**src/rtl/fetch_stage_if.sv**
```systemverilog
// Fetch-side bundle: ibus read channel, stall/redirect inputs and the registered fetch->decode word.
// master = fetch stage, slave = memory/decode/execute side.
interface fetch_stage_if #(
    parameter int XLEN = 64,
    parameter int ILEN = 32
);
    typedef struct packed {
        logic            valid;
        logic [XLEN-1:0] pc;
        logic [ILEN-1:0] raw_instr;
    } fetch_data_t;

    logic            ireq_valid;
    logic [XLEN-1:0] ireq_addr;
    logic            iresp_data_ok;
    logic [ILEN-1:0] iresp_data;
    logic            stall;
    logic            branch;
    logic [XLEN-1:0] branch_target;
    fetch_data_t     dataF;

    modport master (
        output ireq_valid, ireq_addr, dataF,
        input  iresp_data_ok, iresp_data, stall, branch, branch_target
    );

    modport slave (
        input  ireq_valid, ireq_addr, dataF,
        output iresp_data_ok, iresp_data, stall, branch, branch_target
    );
endinterface

```
**src/rtl/fetch_stage.sv**
```systemverilog
// Instruction fetch: one ibus read in flight, response registered into dataF one cycle later (1 instr/cycle on a 0-wait bus).
// Stall holds dataF bit-identical and parks a late response in a buffer; branch bubbles dataF and redirects the PC.
module fetch_stage #(
    parameter int              XLEN     = 64,
    parameter int              ILEN     = 32,
    parameter logic [XLEN-1:0] RESET_PC = XLEN'(64'h8000_0000)
) (
    input  logic          clk,
    input  logic          reset,
    fetch_stage_if.master io_fetch
);

    typedef enum logic [1:0] {
        S_REQ   = 2'd0,
        S_HOLD  = 2'd1,
        S_FLUSH = 2'd2
    } state_t;

    state_t          r_state;
    state_t          w_state_nxt;

    logic [XLEN-1:0] r_req_pc;
    logic [XLEN-1:0] r_redir_pc;
    logic [ILEN-1:0] r_buf_instr;
    logic            r_dataF_valid;
    logic [XLEN-1:0] r_dataF_pc;
    logic [ILEN-1:0] r_dataF_raw_instr;

    logic [XLEN-1:0] w_req_pc_nxt;
    logic [XLEN-1:0] w_redir_pc_nxt;
    logic [ILEN-1:0] w_buf_instr_nxt;
    logic            w_dataF_valid_nxt;
    logic [XLEN-1:0] w_dataF_pc_nxt;
    logic [ILEN-1:0] w_dataF_raw_instr_nxt;

    logic            w_data_ok;
    logic            w_stall;
    logic            w_branch;
    logic [XLEN-1:0] w_branch_target;
    logic [XLEN-1:0] w_req_pc_inc;

    assign w_data_ok       = io_fetch.iresp_data_ok;
    assign w_stall         = io_fetch.stall;
    assign w_branch        = io_fetch.branch;
    assign w_branch_target = io_fetch.branch_target;
    assign w_req_pc_inc    = r_req_pc + XLEN'(4);

    always_ff @(posedge clk) begin
        if (reset) begin
            r_state <= S_REQ;
        end else begin
            r_state <= w_state_nxt;
        end
    end

    always_comb begin
        w_state_nxt           = r_state;
        w_req_pc_nxt          = r_req_pc;
        w_redir_pc_nxt        = r_redir_pc;
        w_buf_instr_nxt       = r_buf_instr;
        w_dataF_valid_nxt     = r_dataF_valid;
        w_dataF_pc_nxt        = r_dataF_pc;
        w_dataF_raw_instr_nxt = r_dataF_raw_instr;

        case (r_state)
            S_REQ: begin
                if (w_branch) begin
                    w_dataF_valid_nxt = 1'b0;
                    if (w_data_ok) begin
                        w_req_pc_nxt = w_branch_target;
                    end else begin
                        // The stale read cannot be abandoned, so keep its address on the bus and park the target.
                        w_redir_pc_nxt = w_branch_target;
                        w_state_nxt    = S_FLUSH;
                    end
                end else if (w_data_ok) begin
                    if (!w_stall) begin
                        w_dataF_valid_nxt     = 1'b1;
                        w_dataF_pc_nxt        = r_req_pc;
                        w_dataF_raw_instr_nxt = io_fetch.iresp_data;
                        w_req_pc_nxt          = w_req_pc_inc;
                    end else begin
                        w_buf_instr_nxt = io_fetch.iresp_data;
                        w_state_nxt     = S_HOLD;
                    end
                end else if (!w_stall) begin
                    w_dataF_valid_nxt = 1'b0;
                end
            end

            S_HOLD: begin
                if (w_branch) begin
                    w_dataF_valid_nxt = 1'b0;
                    w_req_pc_nxt      = w_branch_target;
                    w_state_nxt       = S_REQ;
                end else if (!w_stall) begin
                    w_dataF_valid_nxt     = 1'b1;
                    w_dataF_pc_nxt        = r_req_pc;
                    w_dataF_raw_instr_nxt = r_buf_instr;
                    w_req_pc_nxt          = w_req_pc_inc;
                    w_state_nxt           = S_REQ;
                end
            end

            S_FLUSH: begin
                w_dataF_valid_nxt = 1'b0;
                if (w_branch) begin
                    w_redir_pc_nxt = w_branch_target;
                end
                if (w_data_ok) begin
                    w_req_pc_nxt = w_branch ? w_branch_target : r_redir_pc;
                    w_state_nxt  = S_REQ;
                end
            end

            default: begin
                w_state_nxt = S_REQ;
            end
        endcase
    end

    always_ff @(posedge clk) begin
        if (reset) begin
            r_req_pc          <= RESET_PC;
            r_redir_pc        <= '0;
            r_buf_instr       <= '0;
            r_dataF_valid     <= 1'b0;
            r_dataF_pc        <= '0;
            r_dataF_raw_instr <= '0;
        end else begin
            r_req_pc          <= w_req_pc_nxt;
            r_redir_pc        <= w_redir_pc_nxt;
            r_buf_instr       <= w_buf_instr_nxt;
            r_dataF_valid     <= w_dataF_valid_nxt;
            r_dataF_pc        <= w_dataF_pc_nxt;
            r_dataF_raw_instr <= w_dataF_raw_instr_nxt;
        end
    end

    assign io_fetch.ireq_valid = (r_state == S_REQ) || (r_state == S_FLUSH);
    assign io_fetch.ireq_addr  = r_req_pc;
    assign io_fetch.dataF      = {r_dataF_valid, r_dataF_pc, r_dataF_raw_instr};

    // An accepted-but-unanswered read must keep its address until the response strobe.
    a_req_stable: assert property (@(posedge clk) disable iff (reset)
        io_fetch.ireq_valid && !io_fetch.iresp_data_ok |=> io_fetch.ireq_valid && $stable(io_fetch.ireq_addr));

    a_dataF_hold: assert property (@(posedge clk) disable iff (reset)
        r_dataF_valid && w_stall && !w_branch |=> $stable(io_fetch.dataF));

endmodule

```
**src/flat_wrapper.sv**
```systemverilog
// flat-port wrapper written by rule: the top's interface ports become plain ports
module fetch_stage_flat 
#(
    parameter int              XLEN     = 64,
    parameter int              ILEN     = 32,
    parameter logic [XLEN-1:0] RESET_PC = XLEN'(64'h8000_0000)
)
  (clk, reset, io_fetch_ireq_valid, io_fetch_ireq_addr, io_fetch_dataF, io_fetch_iresp_data_ok, io_fetch_iresp_data, io_fetch_stall, io_fetch_branch, io_fetch_branch_target);
  fetch_stage_if #(.XLEN(XLEN), .ILEN(ILEN)) io_fetch_i ();
  input  logic clk;
  input  logic reset;
  output wire logic [$bits(io_fetch_i.ireq_valid)-1:0] io_fetch_ireq_valid;
  output wire logic [$bits(io_fetch_i.ireq_addr)-1:0] io_fetch_ireq_addr;
  output wire logic [$bits(io_fetch_i.dataF)-1:0] io_fetch_dataF;
  input wire logic [$bits(io_fetch_i.iresp_data_ok)-1:0] io_fetch_iresp_data_ok;
  input wire logic [$bits(io_fetch_i.iresp_data)-1:0] io_fetch_iresp_data;
  input wire logic [$bits(io_fetch_i.stall)-1:0] io_fetch_stall;
  input wire logic [$bits(io_fetch_i.branch)-1:0] io_fetch_branch;
  input wire logic [$bits(io_fetch_i.branch_target)-1:0] io_fetch_branch_target;
  assign io_fetch_ireq_valid = io_fetch_i.ireq_valid;
  assign io_fetch_ireq_addr = io_fetch_i.ireq_addr;
  assign io_fetch_dataF = io_fetch_i.dataF;
  assign io_fetch_i.iresp_data_ok = io_fetch_iresp_data_ok;
  assign io_fetch_i.iresp_data = io_fetch_iresp_data;
  assign io_fetch_i.stall = io_fetch_stall;
  assign io_fetch_i.branch = io_fetch_branch;
  assign io_fetch_i.branch_target = io_fetch_branch_target;
  fetch_stage #(.XLEN(XLEN), .ILEN(ILEN), .RESET_PC(RESET_PC)) u_core (.clk(clk), .reset(reset), .io_fetch(io_fetch_i));
endmodule
```
**config.mk**
```make
export PLATFORM = sky130hd
export DESIGN_NAME = fetch_stage_flat
export DESIGN_NICKNAME = d
export VERILOG_FILES = /design/src/rtl/fetch_stage_if.sv /design/src/rtl/fetch_stage.sv /design/src/flat_wrapper.sv
export SDC_FILE = /design/constraint.sdc
export NUM_CORES = 1
export LEC_CHECK = 0
export CAP_MARGIN = 0
export CORE_ASPECT_RATIO = 0.8
export CORE_UTILIZATION = 52
export DETAILED_ROUTE_END_ITERATION = 16
export PLACE_DENSITY = 0.79
export SLEW_MARGIN = 0
export SYNTH_ARGS = -nofsm -noshare
export SYNTH_HDL_FRONTEND = slang
export SYNTH_SLANG_ARGS = --single-unit
```
**constraint.sdc**
```tcl
create_clock -name clk -period 3.4 [get_ports clk]
set_clock_uncertainty 0.15 [all_clocks]
set_input_delay 0.34 -clock clk [delete_from_list [all_inputs] [get_ports clk]]
set_output_delay 0.34 -clock clk [all_outputs]
set_load 0.02 [all_outputs]
```
; Word-level counts from Yosys, hierarchy flattened
; Cells that the tools add are included.
[op_classes]
add_sub_neg = 1
multipliers = 0
n_div = 0
order_cmp = 0
n_eq_ne = 15
n_shift = 0
muxes = 36
n_bitwise = 1
reduce_logical = 12
[ops]
columns = cell, n
row1 = 64-bit two-way mux, 13
row2 = 64-bit one-hot mux with 2 select lines, 2
row3 = 64-bit one-hot mux with 3 select lines, 1
row4 = 32-bit two-way mux, 5
row5 = "64-bit by 3-bit adder with 64-bit output, second input constant", 1
row6 = 32-bit one-hot mux with 2 select lines, 1
row7 = "2-bit inequality test, second input constant", 8
row8 = 2-bit two-way mux, 7
row9 = "3-bit inequality test, second input constant", 4
row10 = 4-bit AND reduction, 2
row11 = 2-bit one-hot mux with 3 select lines, 1
row12 = 3-bit AND reduction, 2
row13 = 6-bit AND reduction, 1
row14 = 1-bit two-way mux, 5
row15 = 5-bit AND reduction, 1
row16 = "4-bit inequality test, second input constant", 1
row17 = 2-bit nonzero test, 2
row18 = 1-bit one-hot mux with 3 select lines, 1
row19 = 3-bit nonzero test, 1
row20 = "2-bit by 1-bit == test with 1-bit output, second input constant", 1
row21 = "2-bit == test, second input constant", 1
row22 = 2-bit logical NOT, 1
row23 = 2-bit AND reduction, 1
row24 = 1-bit logical OR, 1
row25 = 1-bit NOT, 1
[totals]
reg_bits = 259
latch_bits = 0
ramBits = 0
romBits = 0
output_inout_bits = 162
memories = 0

; Logic depth before layout (Yosys ltp)
[logic_depth]
ltp_word = 5
ltp_mapped = 10

; Least setup slack after synthesis
; OpenSTA, ideal clock, no wires.
[synth_timing]
kind = register to register
startpoint = reg u_core.r_req_pc[41], in the netlist u_core.io_fetch.ireq_addr[41]
endpoint = reg u_core.r_req_pc[48], in the netlist u_core.io_fetch.ireq_addr[48]
arrival_time_ns = 2.166
setup_slack_ns = 1.009
stages_incl_launch_ff = 7
synth_period_minus_slack_ns = 2.391
path_cell_list = dfxtp_1 buf_2 nand4_2 or4_4 or2_1 or4_1 a31oi_1
[synth_via]
elab_chain_len = 5
elab_cells_between_ends = 6
cone_classes = 1 x add/sub / 5 x mux
[synth_rtl]
columns = item, line_no
row1 = start: declaration, fetch_stage.sv:22  ; logic [XLEN-1:0] r_req_pc;
row2 = start signal: assignment, fetch_stage.sv:131  ; r_req_pc <= w_req_pc_nxt;
row3 = 64-bit by 3-bit adder with 64-bit output *, fetch_stage.sv:46  ; assign w_req_pc_inc = r_req_pc + XLEN'(4);
row4 = 64-bit two-way mux *, "fetch_stage.sv:77, fetch_stage.sv:96"
row5 = 64-bit two-way mux, fetch_stage.sv:76  ; end else if (w_data_ok) begin
row6 = 64-bit two-way mux, fetch_stage.sv:67  ; if (w_branch) begin
row7 = 64-bit one-hot mux with 3 select lines *, fetch_stage.sv:65  ; case (r_state)
; Mark *: on every way between the ends. The rest lies on a longest branch, timed or not. The select of a mux whose other input is x is not followed.
; A chain may end at the register's enable or synchronous reset.

; Final worst setup path
[layout_timing]
startpoint = reg u_core.r_state[0]
endpoint = reg u_core.r_req_pc[57], in the netlist u_core.io_fetch.ireq_addr[57]
[layout_via]
elab_chain_len = 3
elab_cells_between_ends = 8
cone_classes = 4 x eq/ne / 1 x mux / 3 x reduce/logical
[layout_rtl]
columns = item, line_no
row1 = start: declaration, fetch_stage.sv:19  ; state_t r_state;
row2 = start signal: assignment, fetch_stage.sv:52  ; r_state <= w_state_nxt;
row3 = 2-bit == test (tied with other cells), fetch_stage.sv:65
row4 = 2-bit inequality test (no line) / 3-bit nonzero test (equally long branches), --
row5 = 3-bit AND reduction (no line), --
; Parallel ways exist; a longest one is shown, timed or not.

==> flow_summary_export.csv <==
group,metric,value,unit
setup_path,arrival,3.25,ns
synthesis,synthArstFlopShare,0,%
clock_tree,clkLatencyLatePin,0.54,ns
floorplan,rows,50,
sta,min_period,2.93,ns
setup_path,worst_setup_path_end_kind,"flop",
synthesis,synth.distinct_cells,70,
synthesis,synth_common_cells,"nand2_1, dfxtp_1, a21oi_1",
synthesis,yosysMostFrequentCell,"nand2_1",
floorplan,io_pins,263,
synthesis,yosys_most_used_dff,"dfxtp_1",
place,placed_area,15300,sq um
clock_tree,cts_num_sinks,259,
global_routing,grt_max_degree,118,
floorplan,die_h,140,microns
finish,drive_gt1_share,7.06,%
clock_tree,postCtsSetupBuffers,0,
sta,hold_slack,0.118,ns
drt,routed_wl,41800,microns
setup_path,cp_max_fo,29,
synthesis,synth-edff-count,0,
drt,route.detailed.drc,0,
sta,rsz0062_at_grt,"false",
drt,antenna_left,0,
drt,drtPass1Iterations,7,
power_and_ir_drop,ir_drop,388,uV
floorplan,core,23400,sq um
synthesis,synth_compound_area_share,21.6,%
global_routing,antenna_found_initial,1,
power_and_ir_drop,power_density,509,nW/um^2
synthesis,synth_nets,1740,
clock_tree,cts_buffers,27,
synthesis,synth_top_area_share,41.9,%
sta,slew_headroom,34.7,%
synthesis,syn_area_per_cell,7.57,sq um
floorplan,die-width,174,microns
clock_tree,cts_resized,0,
clock_tree,cts_tree,"done",
global_routing,grt_first_pass_wirelength,65900,microns
outcome,outcome,"finished, final reports clean",
drt,drtIter0Drc,1410,
finish,multi_input_area,6620,sq um
setup_path,rrSetupSlack,0.47,ns
global_routing,track_usage,33.3,%
synthesis,yosysSeqAreaShare,41.9,%
setup_path,worst_setup_path_start_kind,"flop",
sta,period_share,86.1,%
sta,setup_tns,0,ns
clock_tree,hold_buffers,0,
floorplan,start_util,52.9,%
synthesis,synth_fa_ha_area_share,0.506,%
synthesis,synth_warnings,0,
global_routing,grt_pass1_vias,11900,
sta,fmax,342,MHz
clock_tree,clk_pin_slew,0.06,ns
setup_path,path_class,"flop to flop",
clock_tree,h-tree-depth,1,
synthesis,synth_top_family_by_area,"simple AND/OR/NAND/NOR gates",
synthesis,yosys.area_share.xor_xnor,0.283,%
run,cap_violations,0,
power_and_ir_drop,p_leak,0.00545,uW
synthesis,synthCells,1634,
global_routing,grt_overflow,0,
drt,vias,13200,
finish,final_area,16200,sq um
floorplan,dieArea,24400,sq um
synthesis,synth_mux_area_share,4.40,%
place,place.gp.congestion,1.03,
sta,finalHoldViolCount,0,
synthesis,synth_simple_gate_area_share,26.5,%
setup_path,cp.required,3.72,ns
drt,routedWlPerCell,19.3,microns
place,port_buffers,262,
finish,area_delta_synth_final,30.9,%
min_path,hp-class,"primary input to flop",
synthesis,yosysTopAreaCell,"dfxtp_1",
synthesis,synth_area_leaders,"dfxtp_1, nand2_1, a21oi_1",
drt,viasPerCell,6.08,
place,place_hpwl,28800,microns
clock_tree,clockRootBuffer,"clkbuf_16",
synthesis,ys_seq_elements,259,
clock_tree,max-clock-path-buffers,3,
sta,maxSlewViolCount,0,
sta,setup_viol,0,
finish,nFillCells,1948,
finish,fin_nets,1943,
finish,regArea,5180,sq um
sta,worst_slew_pin_slew,0.978,ns
synthesis,syn-cell-area,12400,sq um
-- worst paths after layout --
kind                                        end  depth (start not counted)                  from
hold / removal                u_core.r_state[1]                          4       io_fetch_branch
setup reg to reg  u_core.io_fetch.ireq_addr[57]                          7     u_core.r_state[0]
hold reg to reg            u_core.r_dataF_pc[8]                          2  u_core.r_dataF_pc[8]
setup / recovery  u_core.io_fetch.ireq_addr[57]                          7     u_core.r_state[0]
-- critical path, cell delays in order, from the launching register on --
cell and delay (ns):
dfxtp_1 0.43, inv_1 0.10, ha_1 0.32, o21bai_1 0.30, and3_2 0.68, o221a_2 0.34
or4b_1 0.44, nand3_1 0.09
-- layer usage --
layer / share of wire, % / routed length [microns] / track usage, %
met5: 0 / 0 / 0
met2: 42 / 17500 / 47.3
met4: 3.0 / 1270 / 11.0
met3: 10 / 4240 / 8.41
met1: 45 / 18800 / 48.7
-- area by class of cell --
class                      count  area share [%]
clock buffer                  38            4.74
inverter                      11           0.255
timing repair buffer         313            18.9
antenna                        1          0.0155
multi-input combinational   1225            40.9
clock inverter                10           0.804
sequential                   259            32.0
tap                          312            2.41
-- logic make-up (layout without fill, tap and decap cells) --
| family | count (synthesis) | in the layout |
|---|---|---|
| AND/OR/NAND/NOR | 722 | 722 |
| AO/OA/AOI/OAI | 440 | 440 |
| flip-flops | 259 | 259 |
| buffers and inverters | 150 | 372 |
| multiplexers | 54 | 54 |
| adder cells (fa/ha/maj) | 5 | 5 |
| XOR/XNOR | 4 | 4 |
| other | 0 | 1 |
-- registers in the layout (all words and copies together), names as in the netlist --
signal and count:
u_core.r_state 2, u_core.r_dataF_raw_instr 32, u_core.r_redir_pc 64, u_core.r_dataF_pc 64
u_core.io_fetch.ireq_addr 64, u_core.r_buf_instr 32, u_core.r_dataF_valid 1
-- placed cells by master, fill, tap and decap left out, types with 5 or more instances in the layout --
master,instances
buf_4,47
a31oi_1,20
nand4_1,32
o221a_2,5
o211ai_1,13
inv_1,11
nand2_1,418
a21o_1,9
and4_1,12
nand3_1,47
nor3_1,20
o31a_1,7
clkbuf_8,6
a211oi_1,43
a21oi_1,228
clkbuf_1,6
clkdlybuf4s50_1,260
or2_2,6
mux2i_1,51
nor2b_1,6
dfxtp_1,259
a221oi_1,6
o21a_1,5
nor4_1,20
o21ai_0,54
a311oi_1,6
and3_1,16
nor2_1,87
clkinv_2,5
or4_1,11
clkbuf_16,27
or3_1,13
and2_1,6
-- metrics by stage --
step	cells	setup WS (ns)	utilization [%]	total power [uW]
6_report	2169	0.474	69.2	8240
5_1_grt	2169	0.263	69.2	8530
4_1_cts	2168	0.489	69.2	8230
3_5_place_dp	2120	0.473	65.4	5240
3_3_place_gp	2120	0.536	65.4	5190
2_1_floorplan	1634	1.01	-	4480
-- where the power goes --
| group | internal, uW | total [uW] | switching, uW |
|---|---|---|---|
| clock | 1790 | 3030 | 1230 |
| sequential | 3240 | 3500 | 260 |
| combinational | 715 | 1710 | 992 |
| total | 5750 | 8240 | 2490 |
(Power assumes the default switching activity.)
